--- src/rtl/regfile_wq.sv ---
// Purpose : 16 x WIDTH register array fed by an in-order write queue, with a per-register pending bitmap.
// Latency : a write accepted at edge N commits at the earliest on edge N+1 (no bypass into the array).
// Backpress: o_wr_ready drops while the queue holds DEPTH entries; i_commit_en=0 holds the queue head.
//
// Ports:
//   i_clk, i_reset (async, active-low)
//   i_wr_valid / o_wr_ready / i_wr_addr / i_wr_data : handshaked write port into the queue
//   i_commit_en : lets the queue head commit into the array this cycle
//   i_flush     : drops all queued, uncommitted writes (wins over push and commit)
//   o_r0..o_r15 : registered architectural contents, feeding the downstream read-select mux
//   o_pending   : bit k set while any queued entry targets register k
//   o_q_count   : number of occupied queue entries
// Optional feature macro: REGFILE_ZERO_R0_EN (register 0 hardwired to zero, pending[0] forced low).
module regfile_wq #(
   parameter  int WIDTH = 16,
   parameter  int DEPTH = 2,
   localparam int CW    = $clog2(DEPTH + 1)
) (
   input  logic             i_clk,
   input  logic             i_reset,
   input  logic             i_wr_valid,
   output logic             o_wr_ready,
   input  logic [3:0]       i_wr_addr,
   input  logic [WIDTH-1:0] i_wr_data,
   input  logic             i_commit_en,
   input  logic             i_flush,
   output logic [WIDTH-1:0] o_r0,
   output logic [WIDTH-1:0] o_r1,
   output logic [WIDTH-1:0] o_r2,
   output logic [WIDTH-1:0] o_r3,
   output logic [WIDTH-1:0] o_r4,
   output logic [WIDTH-1:0] o_r5,
   output logic [WIDTH-1:0] o_r6,
   output logic [WIDTH-1:0] o_r7,
   output logic [WIDTH-1:0] o_r8,
   output logic [WIDTH-1:0] o_r9,
   output logic [WIDTH-1:0] o_r10,
   output logic [WIDTH-1:0] o_r11,
   output logic [WIDTH-1:0] o_r12,
   output logic [WIDTH-1:0] o_r13,
   output logic [WIDTH-1:0] o_r14,
   output logic [WIDTH-1:0] o_r15,
   output logic [15:0]      o_pending,
   output logic [CW-1:0]    o_q_count
);

   localparam int AW = (DEPTH > 1) ? $clog2(DEPTH) : 1;

   // Architectural state
   logic [WIDTH-1:0] r_regs [16];

   // Write queue: circular buffer, r_count separates full from empty
   logic [3:0]       r_q_addr [DEPTH];
   logic [WIDTH-1:0] r_q_data [DEPTH];
   logic [DEPTH-1:0] r_q_vld;
   logic [AW-1:0]    r_head;
   logic [AW-1:0]    r_tail;
   logic [CW-1:0]    r_count;
   logic [15:0]      r_pending;

   logic             w_wr_ready;
   logic             w_push;
   logic             w_pop;
   logic             w_head_wr;
   logic [3:0]       w_head_addr;
   logic [WIDTH-1:0] w_head_data;
   logic [DEPTH-1:0] w_vld_nxt;
   logic [15:0]      w_pending_nxt;

   // Ready depends on occupancy only, never on i_wr_valid.
   assign w_wr_ready  = (r_count != CW'(DEPTH));
   // Flush suppresses both sides of the queue in its cycle.
   assign w_push      = i_wr_valid & w_wr_ready & ~i_flush;
   assign w_pop       = (r_count != '0) & i_commit_en & ~i_flush;
   assign w_head_addr = r_q_addr[r_head];
   assign w_head_data = r_q_data[r_head];

`ifdef REGFILE_ZERO_R0_EN
   // Address-0 entries still occupy a slot and a commit, they just never land.
   assign w_head_wr = w_pop & (w_head_addr != 4'd0);
`else
   assign w_head_wr = w_pop;
`endif

   // Slot validity after this edge. Push and pop never hit the same slot:
   // a pop needs a non-empty queue and a push needs a non-full one, so with
   // both active the head and tail differ.
   always_comb begin
      w_vld_nxt = r_q_vld;
      if (i_flush) begin
         w_vld_nxt = '0;
      end else begin
         if (w_pop)  w_vld_nxt[r_head] = 1'b0;
         if (w_push) w_vld_nxt[r_tail] = 1'b1;
      end
   end

   // Pending bitmap built from the post-edge queue contents so that, once
   // registered, it lines up with o_q_count.
   always_comb begin
      w_pending_nxt = '0;
      for (int i = 0; i < DEPTH; i++) begin
         if (w_vld_nxt[i]) begin
            if (w_push && (r_tail == AW'(i)))
               w_pending_nxt[i_wr_addr] = 1'b1;
            else
               w_pending_nxt[r_q_addr[i]] = 1'b1;
         end
      end
`ifdef REGFILE_ZERO_R0_EN
      w_pending_nxt[0] = 1'b0;
`endif
   end

   // Queue control and storage
   always_ff @(posedge i_clk or negedge i_reset) begin
      if (!i_reset) begin
         r_head    <= '0;
         r_tail    <= '0;
         r_count   <= '0;
         r_q_vld   <= '0;
         r_pending <= '0;
         for (int i = 0; i < DEPTH; i++) begin
            r_q_addr[i] <= '0;
            r_q_data[i] <= '0;
         end
      end else begin
         r_q_vld   <= w_vld_nxt;
         r_pending <= w_pending_nxt;
         if (i_flush) begin
            r_head  <= '0;
            r_tail  <= '0;
            r_count <= '0;
         end else begin
            if (w_push) begin
               r_q_addr[r_tail] <= i_wr_addr;
               r_q_data[r_tail] <= i_wr_data;
               r_tail           <= r_tail + 1'b1;
            end
            if (w_pop)
               r_head <= r_head + 1'b1;
            case ({w_push, w_pop})
               2'b10:   r_count <= r_count + 1'b1;
               2'b01:   r_count <= r_count - 1'b1;
               default: r_count <= r_count;
            endcase
         end
      end
   end

   // Register array: changes only on a commit or reset
   always_ff @(posedge i_clk or negedge i_reset) begin
      if (!i_reset) begin
         for (int i = 0; i < 16; i++)
            r_regs[i] <= '0;
      end else if (w_head_wr) begin
         r_regs[w_head_addr] <= w_head_data;
      end
   end

   assign o_wr_ready = w_wr_ready;
   assign o_pending  = r_pending;
   assign o_q_count  = r_count;

   assign o_r0  = r_regs[0];
   assign o_r1  = r_regs[1];
   assign o_r2  = r_regs[2];
   assign o_r3  = r_regs[3];
   assign o_r4  = r_regs[4];
   assign o_r5  = r_regs[5];
   assign o_r6  = r_regs[6];
   assign o_r7  = r_regs[7];
   assign o_r8  = r_regs[8];
   assign o_r9  = r_regs[9];
   assign o_r10 = r_regs[10];
   assign o_r11 = r_regs[11];
   assign o_r12 = r_regs[12];
   assign o_r13 = r_regs[13];
   assign o_r14 = r_regs[14];
   assign o_r15 = r_regs[15];

endmodule

--- config.mk ---
export PLATFORM = sky130hd
export DESIGN_NAME = regfile_wq
export DESIGN_NICKNAME = d
export VERILOG_FILES = /design/src/rtl/regfile_wq.sv
export SDC_FILE = /design/constraint.sdc
export NUM_CORES = 1
export LEC_CHECK = 0
export ABC_CLOCK_PERIOD_IN_PS = 5500
export BUFFER_PORTS_ARGS = -buffer_cell sky130_fd_sc_hd__buf_4
export CAP_MARGIN = 20
export CELL_PAD_IN_SITES_DETAIL_PLACEMENT = 1
export CELL_PAD_IN_SITES_GLOBAL_PLACEMENT = 1
export CORE_MARGIN = 3
export CORE_UTILIZATION = 47
export DETAILED_ROUTE_END_ITERATION = 10
export GPL_TIMING_DRIVEN = 0
export PLACE_DENSITY = 0.82
export SYNTH_ARGS = -nofsm -noshare
export SYNTH_HDL_FRONTEND = slang
export SYNTH_SLANG_ARGS = --single-unit
--- constraint.sdc ---
create_clock -name i_clk -period 5.5 [get_ports i_clk]
set_input_delay 0.275 -clock i_clk [delete_from_list [all_inputs] [get_ports i_clk]]
set_output_delay 0.275 -clock i_clk [all_outputs]
set_load 0.03 [all_outputs]
==> results of run 1 <==
## routing by layer
metal | part of all wire, % | global-route usage (%) | vias to the layer above
met5 | 0 | 0 | -
met4 | 3.2 | 8.581 | 0
met3 | 6.7 | 7.686 | 76
met2 | 52 | 50.06 | 278
met1 | 38 | 32.59 | 4758
li1 | - | - | 3998
## cells by family after synthesis
| logic type | synth area share, % |
|---|---|
| mux | 25.68 |
| compound gates | 3.424 |
| flops | 60.66 |
| buf+inv | 2.642 |
| xor+xnor | 0.1335 |
| simple gates | 7.458 |
## power groups by stage
stage               clock [mW]  sequential (mW)  combinational (mW)
finish                    2.31             3.04                2.34
global route              2.46             3.09                2.46
CTS                       2.35             3.04                2.36
detailed placement           0             3.05                2.31
global placement             0             3.01                2.25
floorplan                    0             3.69               0.641
## cells in the final DEF (no fill, tap or decap), types with 11 or more instances in the layout
cell,n
clkbuf_16,35
nor4_1,12
buf_4,298
mux2_1,11
nand2_2,16
nand2_1,66
clkbuf_1,50
mux2_2,282
dfrtp_1,318
nand2b_1,11
buf_2,16
dlygate4sd3_1,17
## worst max-delay path by stage
| stage | slack (ns) | end | cells after the start | startpoint |
|---|---|---|---|---|
| after floorplan | 3.47 | r_q_addr[0] | 7 | o_q_count[1] |
| after global placement | 1.25 | o_r7[6] | 1 | i_reset |
| after detailed placement | 2.97 | o_r7[10] | 6 | r_q_addr[7] |
| after CTS | 2.93 | o_r7[10] | 6 | r_q_addr[2] |
| after global routing | 2.78 | o_r7[14] | 6 | r_q_addr[2] |
| final | 2.90 | o_r7[10] | 6 | r_q_addr[2] |
## through the flow
stage                     hold slack (ns)  setup slack [ns]  cell area (um2)
final                              0.1057             2.904            17190
after global routing               0.1270             2.779            17190
after CTS                         0.09865             2.928            17190
after detailed placement           0.3087             2.969            15890
after global placement             0.4552             1.247            15830
after floorplan                  -0.02059             3.466            13120
## state kept, by name, indices dropped and copies added, names as in the netlist, 2 cells and up
register   count
o_pending     16
o_q_count      2
o_r0          16
o_r1          16
o_r10         16
o_r11         16
o_r12         16
o_r13         16
o_r14         16
o_r15         16
o_r2          16
o_r3          16
o_r4          16
o_r5          16
o_r6          16
o_r7          16
o_r8          16
o_r9          16
r_q_addr       8
r_q_data      32
r_q_vld        2
## worst max-delay path, stage by stage (launching register included)
cell      delay, ns
dfrtp_1        0.33
clkbuf_1       0.33
nand2b_1       0.18
mux2i_1        0.61
nand2_2        0.34
buf_2          0.32
mux2_1         0.36
## area by class of cell
class / count / area (um2) / share of cell area, %
buffer: 66 / 335.3 / 1.951
clock buffer: 55 / 1051 / 6.114
clock inverter: 7 / 78.83 / 0.4585
inverter: 3 / 11.26 / 0.06550
multi-input combinational: 526 / 4815 / 28.01
sequential: 318 / 7958 / 46.29
tap: 372 / 465.4 / 2.707
timing repair buffer: 318 / 2477 / 14.41
==> impl_metrics.json, run 1 <==
{
  "outcome": "finished, final reports clean",
  "r2r-end": "o_r7[10]",
  "max-slew-margin-rel_pct": 28.96,
  "ant_nets": 0,
  "worstSetupEndpointType": "register",
  "place_congestion": 0.8336,
  "crit_fanout": 10,
  "ys_async_sr_fraction_pct": 100.0,
  "grt-ovfl-total": 0,
  "synthTopCellsByArea": "dfrtp_1 61%, mux2_2 24%, nand2_1 1.9%",
  "required_ns": 5.89,
  "num_vias": 9110,
  "vdd_drop_max_uv": 308.6,
  "core-area_um2": 27180,
  "r2r_slack_ns": 2.90,
  "hp-start": "i_wr_valid",
  "drt_iter0_drc": 510,
  "cts_tree": "built",
  "power.net_switching_mw": 2.715,
  "pwr-share-comb_pct": 30.5,
  "drive_gt1_share_pct": 53.13,
  "ys_seq_area_share_pct": 60.66,
  "utilization_pct": 63.26,
  "n_fill_cell": 2686,
  "rsz0062_at_grt": "false",
  "cts_root_buf": "clkbuf_16",
  "io_buffers": 299,
  "synth.cells.most_frequent": "318 x dfrtp_1, 282 x mux2_2, 66 x nand2_1",
  "syn-num-nets": 938,
  "setup_violations": 0,
  "ys_warn_count": 0,
  "fp-row-count": 60,
  "wl_per_cell_um": 25.31,
  "hold_violations": 0,
  "crit_type": "register to register",
  "grt_max_degree": 124,
  "die_y_um": 173.1,
  "ctsHoldBuffers": 17,
  "post-route-min-period_ns": 2.596,
  "synth_top_cell_area_share_pct": 60.66,
  "finalClockSkew_ns": 0.02402,
  "insertion_delay_ns": 0.51,
  "place_hpwl_um": 29340,
  "ctsResizeCount": 0,
  "stdcell_count": 1665,
  "finalNetCount": 1293,
  "postCtsSetupRepairBufs": 0,
  "cp-start-kind": "register",
  "yosysUniqueCellTypes": 49,
  "grt_pass1_wl_um": 64680,
  "cts_buffers": 35,
  "yosysMostFrequentCell": "dfrtp_1",
  "grtUsageTotal_pct": 27.90,
  "start_util_pct": 48.27,
  "min_period_over_period_pct": 47.20,
  "die_x_um": 173.1,
  "drt-vias-per-instance": 5.471,
  "seqPwrFrac_pct": 39.5,
  "synth-seq-cells": 318,
  "maxCapViolations": 0,
  "worst_pin_slew_ns": 1.051,
  "syn_avg_cell_area_um2": 14.37,
  "synth_area_leader_cell": "dfrtp_1",
  "hp-class": "input pin to register",
  "netlist_instances": 913,
  "tns_ns": 0,
  "fin_total_pwr_mw": 7.698,
  "power_leakage_nw": 8.848,
  "area_growth_pct": 31.04,
  "p_sw_share_pct": 35.27,
  "drt-pass1-iter-count": 4,
  "cts_sinks": 318,
  "dp.cells": 1586,
  "design.die.area_um2": 29950,
  "clk_pin_slew_ns": 0.06,
  "diodes": 0,
  "intPower_mw": 4.983,
  "hold_depth": 3,
  "power_density_nw_per_um2": 447.8,
  "timing.rr.start": "r_q_addr[2]",
  "wl_um": 42140,
  "drv_slew": 0,
  "worstPathArrival_ns": 2.98,
  "ios": 300,
  "synthFlopType": "dfrtp_1",
  "cts_max_level": 2,
  "min_to": "o_q_count[0]",
  "syn_area_um2": 13120,
  "post-route-drc-count": 0,
  "ff2ff_path_depth": 6,
  "grt_pass1_vias": 10220,
  "fmax_ghz": 0.3852,
  "grt_antenna_before_repair": 0,
  "synth_edf_count": 0,
  "clock_power_share_pct": 30.1,
  "cts_max_path_buffers": 3
}
Power figures use the tool's default switching activity.
==> run 2, diff against run 1 <==
==> config.mk (replaced) <==
export PLATFORM = sky130hd
export DESIGN_NAME = regfile_wq
export DESIGN_NICKNAME = d
export VERILOG_FILES = /design/src/rtl/regfile_wq.sv
export SDC_FILE = /design/constraint.sdc
export NUM_CORES = 1
export LEC_CHECK = 0
export ABC_CLOCK_PERIOD_IN_PS = 2100
export BUFFER_PORTS_ARGS = -buffer_cell sky130_fd_sc_hd__buf_4
export CAP_MARGIN = 20
export CELL_PAD_IN_SITES_DETAIL_PLACEMENT = 1
export CELL_PAD_IN_SITES_GLOBAL_PLACEMENT = 1
export CORE_MARGIN = 3
export CORE_UTILIZATION = 40
export DETAILED_ROUTE_END_ITERATION = 10
export GPL_TIMING_DRIVEN = 0
export PLACE_DENSITY = 0.74
export SYNTH_ARGS = -nofsm -noshare
export SYNTH_HDL_FRONTEND = slang
export SYNTH_SLANG_ARGS = --single-unit
==> constraint.sdc (replaced) <==
create_clock -name i_clk -period 2.1 [get_ports i_clk]
set_input_delay 0.105 -clock i_clk [delete_from_list [all_inputs] [get_ports i_clk]]
set_output_delay 0.105 -clock i_clk [all_outputs]
set_load 0.03 [all_outputs]
==> run 2 against run 1 <==
Via count decreased by 0.83%. Clock power rose to 2.7 times the previous value. Global-route usage decreased by 5.5 points. Sequential share of layout area is 1.4 points lower. Die area rose by 17%. First-iteration DRC count down 6.7%. Critical endpoint is now o_r11[13]. Largest power group unchanged.
==> impl_metrics.json, run 2 (synthesized netlist as in run 1, its figures left out) <==
{
  "power_density_nw_per_um2": 1143,
  "fp-row-count": 65,
  "io_buffers": 299,
  "stdcell_count": 1740,
  "area_growth_pct": 35.29,
  "grt_pass1_vias": 10010,
  "insertion_delay_ns": 0.52,
  "wl_per_cell_um": 22.63,
  "worstSetupEndpointType": "register",
  "top_register": "r_q_data",
  "outcome": "finished, final reports clean",
  "fin_worst_hold_slack_ns": 0.1137,
  "num_vias": 9034,
  "drive_gt1_share_pct": 55.63,
  "die_x_um": 187.1,
  "cts_root_buf": "clkbuf_16",
  "post-route-min-period_ns": 2.033,
  "vdd_drop_max_uv": 645.3,
  "drt_iter0_drc": 476,
  "diodes": 0,
  "die_y_um": 187.1,
  "drt-pass1-iter-count": 4,
  "utilization_pct": 55.53,
  "place_congestion": 0.8332,
  "place_hpwl_um": 28010,
  "core-area_um2": 31960,
  "clock_power_share_pct": 30.8,
  "clk_pin_slew_ns": 0.06,
  "wl_um": 39380,
  "fin_total_pwr_mw": 20.29,
  "required_ns": 2.50,
  "finalNetCount": 1307,
  "path_buf_inv": 4,
  "drv_slew": 0,
  "cp-start-kind": "register",
  "cts_max_path_buffers": 3,
  "cts_max_level": 2,
  "grt_max_degree": 123,
  "p_sw_share_pct": 34.25,
  "post-route-drc-count": 0,
  "maxCapViolations": 0,
  "fmax_ghz": 0.4918,
  "ant_nets": 0,
  "grt_antenna_before_repair": 0,
  "crit_slowest_cell": "dfrtp_1",
  "mostFrequentLayoutCell": "dfrtp_1",
  "grt_pass1_wl_um": 61430,
  "grt-ovfl-total": 0,
  "cts_sinks": 318,
  "finalClockSkew_ns": 0.02182,
  "setup_violations": 0,
  "largest_reg_flops": 32,
  "hold_violations": 0,
  "grtUsageTotal_pct": 22.37,
  "max-slew-margin-rel_pct": 48.64,
  "final_cell_mix": "315 x dfrtp_1, 313 x buf_4, 281 x mux2_2, 66 x nand2_1, 38 x clkbuf_16",
  "cpPeakStageDelay_ns": 0.34,
  "seqPwrFrac_pct": 39.1,
  "min_period_over_period_pct": 96.82,
  "pwr-share-comb_pct": 30.1,
  "drt-vias-per-instance": 5.192,
  "ios": 300,
  "start_util_pct": 41.05,
  "worst_pin_slew_ns": 0.7703,
  "cts_tree": "built",
  "hp-class": "input pin to register",
  "design.die.area_um2": 35010,
  "power_leakage_nw": 9.175,
  "intPower_mw": 13.34,
  "crit_fanout": 10,
  "path_cells": "buf_6, mux2i_4, nor4_4, buf_4, buf_4, nand2_2, buf_6, mux2_2",
  "crit_family": "buffers and inverters",
  "path_depth": 8,
  "ff2ff_path_depth": 8,
  "worstPathArrival_ns": 2.43,
  "cts_buffers": 36,
  "crit_type": "register to register",
  "power.net_switching_mw": 6.949,
  "hold_depth": 3,
  "dp.cells": 1649
}
run 2: repair_timing:
action	4_1_cts	5_1_grt
endpoints found under the hold margin	130	0
buffers inserted	12	3
gates resized for setup	53	15
pin swaps	5	1
setup endpoints to repair	259	135
hold buffers	20	0
run 2: routing by layer:
| layer | vias to the layer above | global-route usage (%) | routed length, um |
|---|---|---|---|
| met5 | - | 0 | 0 |
| met4 | 0 | 5.787 | 926 |
| met3 | 72 | 7.421 | 3125 |
| met2 | 257 | 38.46 | 19580 |
| met1 | 4683 | 27.17 | 15740 |
| li1 | 4022 | - | - |
run 2: power by group through the flow:
| stage | registers (mW) | logic (mW) | clock network [mW] |
|---|---|---|---|
| after detailed placement | 7.96 | 6.01 | 0 |
| after global routing | 8.08 | 6.49 | 6.66 |
| final | 7.93 | 6.11 | 6.25 |
| after CTS | 7.90 | 6.18 | 6.42 |
| after floorplan | 9.66 | 1.68 | 0 |
| after global placement | 7.88 | 5.90 | 0 |
run 2: path summary, 6_finish.rpt:
path                                   start            to  slack (ns)
worst max-delay path                  r_head     o_r11[13]        0.07
worst min-delay path                 i_flush        r_tail        0.11
worst max register to register        r_head     o_r11[13]        0.07
worst min register to register  r_q_data[17]  r_q_data[17]        0.47
max in group asynchronous            i_reset      o_r4[12]        0.80
min in group asynchronous            i_reset  o_pending[9]        0.21
run 2: tightest hold or removal path, stage by stage:
cell    delay [ns]
buf_4         0.13
buf_2         0.22
nor2_1        0.13
run 2: cell type report:
class / count / area [um2]
Fill cell: 3189 / 14210
Tap cell: 435 / 544.3
Buffer: 61 / 381.6
Multi-Input combinational cell: 526 / 4984
Clock buffer: 55 / 1115
Clock inverter: 6 / 72.57
Timing Repair Buffer: 336 / 2678
Inverter: 3 / 12.51
Sequential cell: 318 / 7961
run 2: per-stage QoR:
step	instance area [um2]	setup slack, ns	TNS (ns)
after floorplan	13120	0.06574	0
after global placement	15910	-2.071	-671.26
after detailed placement	15970	-0.4677	-39.27
after CTS	17680	0.01169	0
after global routing	17750	-0.002107	-0.003461
final	17750	0.06678	0
